==> config.mk <==
export PLATFORM = sky130hd
export DESIGN_NAME = pipe_stage_reg
export DESIGN_NICKNAME = d
export VERILOG_FILES = /design/src/rtl/pipe_stage_reg.sv
export SDC_FILE = /design/constraint.sdc
export NUM_CORES = 1
export LEC_CHECK = 0
export CORE_UTILIZATION = 32
export DETAILED_ROUTE_END_ITERATION = 8
export PLACE_DENSITY_LB_ADDON = 0.1
export SLEW_MARGIN = 0
export SYNTH_ARGS = -nofsm -noshare
export SYNTH_HDL_FRONTEND = slang
export SYNTH_SLANG_ARGS = --single-unit
export TNS_END_PERCENT = 50
==> constraint.sdc <==
create_clock -name CLK -period 1.26 [get_ports CLK]
set_input_delay 0.315 -clock CLK [delete_from_list [all_inputs] [get_ports CLK]]
set_output_delay 0.315 -clock CLK [all_outputs]
set_load 0.01 [all_outputs]
==> src/rtl/pipe_stage_reg.sv <==
// rtl/pipe_stage_reg.sv - valid/ready inter-stage pipeline register with flush
// Optional 1-entry skid buffer enabled by defining PIPE_STAGE_SKID_EN.
module pipe_stage_reg #(
  parameter int               WIDTH          = 64,
  parameter logic [WIDTH-1:0] RESET_VAL      = '0,
  parameter bit               CLEAR_ON_FLUSH = 1'b1
) (
  input  logic             CLK,
  input  logic             RST,
  input  logic             flush,
  input  logic             in_valid,
  output logic             in_ready,
  input  logic [WIDTH-1:0] in_data,
  output logic             out_valid,
  input  logic             out_ready,
  output logic [WIDTH-1:0] out_data
);

  typedef enum logic [1:0] {
    ST_EMPTY = 2'd0,
    ST_FULL  = 2'd1,
    ST_SKID  = 2'd2
  } state_t;

  state_t           r_state;
  state_t           w_next_state;
  logic [WIDTH-1:0] r_out_data;
  logic [WIDTH-1:0] w_out_next;
  logic             w_accept;
  logic             w_emit;
  logic             w_load_out;

`ifdef PIPE_STAGE_SKID_EN
  logic [WIDTH-1:0] r_skid_data;
  logic             r_skid_free;
  logic             w_load_skid;
  logic             w_out_from_skid;
`endif

  assign w_accept = in_valid & in_ready;
  assign w_emit   = out_valid & out_ready;
  assign out_data = r_out_data;

  always_ff @(posedge CLK) begin
    if (RST) r_state <= ST_EMPTY;
    else     r_state <= w_next_state;
  end

  always_comb begin
    w_next_state = r_state;
    if (flush) begin
      w_next_state = ST_EMPTY;
    end else begin
      case (r_state)
        ST_EMPTY: if (w_accept) w_next_state = ST_FULL;
        ST_FULL: begin
`ifdef PIPE_STAGE_SKID_EN
          if (w_accept && !out_ready) w_next_state = ST_SKID;
          else
`endif
          if (w_emit && !w_accept) w_next_state = ST_EMPTY;
        end
        ST_SKID:  if (w_emit) w_next_state = ST_FULL;
        default:  w_next_state = ST_EMPTY;
      endcase
    end
  end

  always_comb begin
    out_valid = (r_state != ST_EMPTY);
`ifdef PIPE_STAGE_SKID_EN
    // Registered ready: no combinational path from out_ready.
    in_ready  = r_skid_free & ~RST & ~flush;
`else
    in_ready  = ~RST & ~flush & ((r_state == ST_EMPTY) | out_ready);
`endif
  end

`ifdef PIPE_STAGE_SKID_EN
  assign w_load_skid     = (r_state == ST_FULL) & w_accept & ~out_ready;
  assign w_out_from_skid = (r_state == ST_SKID);
  assign w_load_out      = w_out_from_skid ? w_emit : (w_accept & ~w_load_skid);
  assign w_out_next      = w_out_from_skid ? r_skid_data : in_data;

  always_ff @(posedge CLK) begin
    if (RST) begin
      r_skid_data <= RESET_VAL;
      r_skid_free <= 1'b1;
    end else begin
      if (w_load_skid && !flush) r_skid_data <= in_data;
      r_skid_free <= (w_next_state != ST_SKID);
    end
  end
`else
  assign w_load_out = w_accept;
  assign w_out_next = in_data;
`endif

  always_ff @(posedge CLK) begin
    if (RST) begin
      r_out_data <= RESET_VAL;
    end else if (flush) begin
      if (CLEAR_ON_FLUSH) r_out_data <= RESET_VAL;
    end else if (w_load_out) begin
      r_out_data <= w_out_next;
    end
  end

endmodule
==> results.yml <==
power_and_ir_drop:
  clockPowerShare_pct: 36.9
  switchingPower_w: 0.000946
  leakagePower_nw: 1.53
  sw_frac_of_total_pct: 22.5
  powerDensity_mw_per_mm2: 1220
  p_seq_share_pct: 51.4
  combPwrFrac_pct: 11.7
  intPower_w: 0.00326
  total_power_w: 0.00421
  peakVddDrop_v: 0.000695
timing:
  period_needed_ps: 1330
  maxSlewHeadroom_pct: 81.7
  hold_viol: 0
  drv_slew: 0
  worst_slack_ps: -67.5
  final.period_utilization_pct: 105
  tightest_slew_ps: 274
  skew_ps: 4.39
  finalSetupViolCount: 65
  fmax_mhz: 753
  rsz0062_at_grt: "yes"
setup_path:
  critPathMaxFanout: 33
  critPathCaptureType: "flip-flop"
  worst_path_max_delay_cell: "nor3b_4"
  worstSetupStartpointType: "input port"
  critical_path_required_ps: 1530
  cp_top_family: "buffers and inverters"
  worst-path-buf-inv: 3
  cp_data_arrival_time_ps: 1600
  path_cells: "dlygate4sd2_1 > or2_4 > buf_6 > nor3b_4 > buf_12 > a22o_2"
  max_stage_delay_ps: 270
  path_class: "in2reg"
synthesis:
  yosys-mux-area-fraction_pct: 0
  yosys.area.top_type_share_pct: 61.7
  syn-instance-count: 150
  synth_area_leaders: "dfxtp_1 62%, a22o_2 21%, a22o_1 7.9%"
  syn_area_sq_mm: 0.00211
  yosysTopAreaCell: "dfxtp_1"
  ys_ff_latch: 65
  yosys.area_share.simple_pct: 2.25
  synth_fp_nets: 219
  synth-xor-area-share_pct: 0
  synth_top_family_by_area: "compound AO/OA/AOI/OAI gates"
  synth_compound_area_share_pct: 30.0
  avgSynthCellArea_sq_um: 14.1
  yosys.area_share.adder_pct: 0
  yosysSeqAreaShare_pct: 61.7
  netlist-cell-type-count: 12
  yosysWarnings: 0
route:
  drtPass1Iterations: 4
  route.detailed.drc: 0
  drt_iter0_drc: 59
  drt_wl_total_mm: 5.21
  ant_nets: 0
  wl_per_cell_microns: 14.0
  num_vias: 1739
  avgViaCountPerCell: 4.67
clock_network:
  ctsLongestPathBuffers: 2
  cts_tree: "yes"
  numCtsBuffers: 9
  cts-htree-levels: 3
  insertion_delay_ps: 330
  hold_buffers: 0
  cts_root_buf: "clkbuf_8"
  clk_pin_slew_ps: 60
  cts_setup_buffers: 0
  cts_num_sinks: 65
grt:
  busiest_layer: "met2"
  gr-total-overflow: 0
  antenna_found_initial: 0
  met1_usage_pct: 18.3
  grt.total_usage_pct: 15.7
  grt_max_degree: 34
  gr-usage-met3_pct: 8.15
  grt.met2_usage_pct: 25.0
  grt_pass1_vias: 1744
  grt_pass1_wl_mm: 8.53
floorplan:
  rows: 29
  die_h_microns: 83.2
  dieArea_sq_mm: 0.00692
  start_util_pct: 33.2
  ios: 135
  coreArea_sq_mm: 0.00635
  die_width_microns: 83.2
status:
  status: "complete, but fails checks"
  violations: "negative setup slack"
final_layout:
  area_growth_pct: 62.9
  drive_above_1_share_pct: 46.4
  insertedDiodeCount: 0
  nNetsFinal: 359
place:
  portBuffers: 134
  dp_hpwl_mm: 3.51
  routabilityCongestion: 0.707
  dp_slack_ps: -664
run:
  max_cap_viol_count: 0
min_path:
  hold_path_class: "reg2reg"
## metal layers
layer,wire length (microns),share of wire [%],vias to the layer above
met5,0,0,-
met4,34,0.65,0
met3,434,8.3,4
met2,2530,49,73
met1,2210,42,807
li1,-,-,855
## cell usage in the layout, fill, tap and decap left out
cell type,netlist,final
nor2b_4,0,1
nor3b_4,0,1
nor2_1,3,2
dfxtp_2,0,3
dlygate4sd2_1,0,3
clkbuf_8,0,11
nor2_2,0,1
a21oi_4,1,1
clkdlybuf4s50_1,0,65
buf_6,0,2
nand2b_2,1,1
clkbuf_2,0,55
buf_4,1,2
a22o_1,19,19
buf_12,0,4
a22o_2,45,44
clkdlybuf4s15_2,0,1
clkbuf_1,0,2
clkdlybuf4s15_1,0,5
dfxtp_1,65,62
a22o_4,0,1
or2_4,1,1
buf_2,6,5
clkinv_2,0,3
## what timing repair did
item	in CTS	in global routing
resized for setup	135	73
endpoints found under the setup margin	130	126
hold endpoints to repair	0	0
gates cloned	0	0
pin swaps	9	3
## synthesized netlist by cell type
| cell | instances |
|---|---|
| nand2b_2 | 1 |
| buf_2 | 6 |
| a22o_1 | 19 |
| a22o_2 | 45 |
| nor3b_2 | 1 |
| dfxtp_1 | 65 |
| buf_4 | 1 |
| a21oi_4 | 1 |
| buf_8 | 6 |
| nor2_1 | 3 |
| nor2b_1 | 1 |
| or2_4 | 1 |
## final timing paths
kind / end / cells past startpoint / from / slack, ps
min reg2reg: out_data[40] / 1 / out_data[40] / 480
max: out_data[31] / 6 / flush / -70
max reg2reg: out_data[31] / 5 / r_state[0] / -50
min: out_data[40] / 1 / out_data[40] / 480
## layout make-up
class                      instances  area [sq um]
clock inverter                     3          15.0
tap                               77          96.3
fill                             571          2910
clock buffer                      13           159
sequential                        65          1310
timing repair buffer             142          1160
multi-input combinational         72           704
## logic make-up after synthesis
group	after synthesis
compound gates	65
buf+inv	13
flops	65
simple gates	7
## worst reg2reg max path: cells and delay by family (launching register included)
kind                   cells  cell delay [ps]
AO/OA/AOI/OAI              1              180
buffers and inverters      2              340
AND/OR/NAND/NOR            2              420
flip-flops                 1              320
## power by group through the flow
stage / combinational, W / sequential [W] / clock, W
3_5_place_dp: 0.000562 / 0.00220 / 0
4_1_cts: 0.000526 / 0.00216 / 0.00162
5_1_grt: 0.000530 / 0.00217 / 0.00173
2_1_floorplan: 0.000144 / 0.00224 / 0
3_3_place_gp: 0.000560 / 0.00220 / 0
6_report: 0.000493 / 0.00216 / 0.00155
## per-stage QoR
step                      area, sq um  hold WS, ps  TNS (ps)  utilization, %  cells
after CTS                        3700          466     -3200            58.3    372
after detailed placement         3540          463    -38570            55.8    356
after global placement           3540          462    -37790            55.8    356
final                            3440          478     -2800            54.1    372
after floorplan                  2120          436      -114               -    150
after global routing             3440          490     -4970            54.1    372
## flip-flops by register name, indices dropped and copies added, names as in the netlist
name      cells
out_data     64
r_state       1
Power figures use the tool's default switching activity.
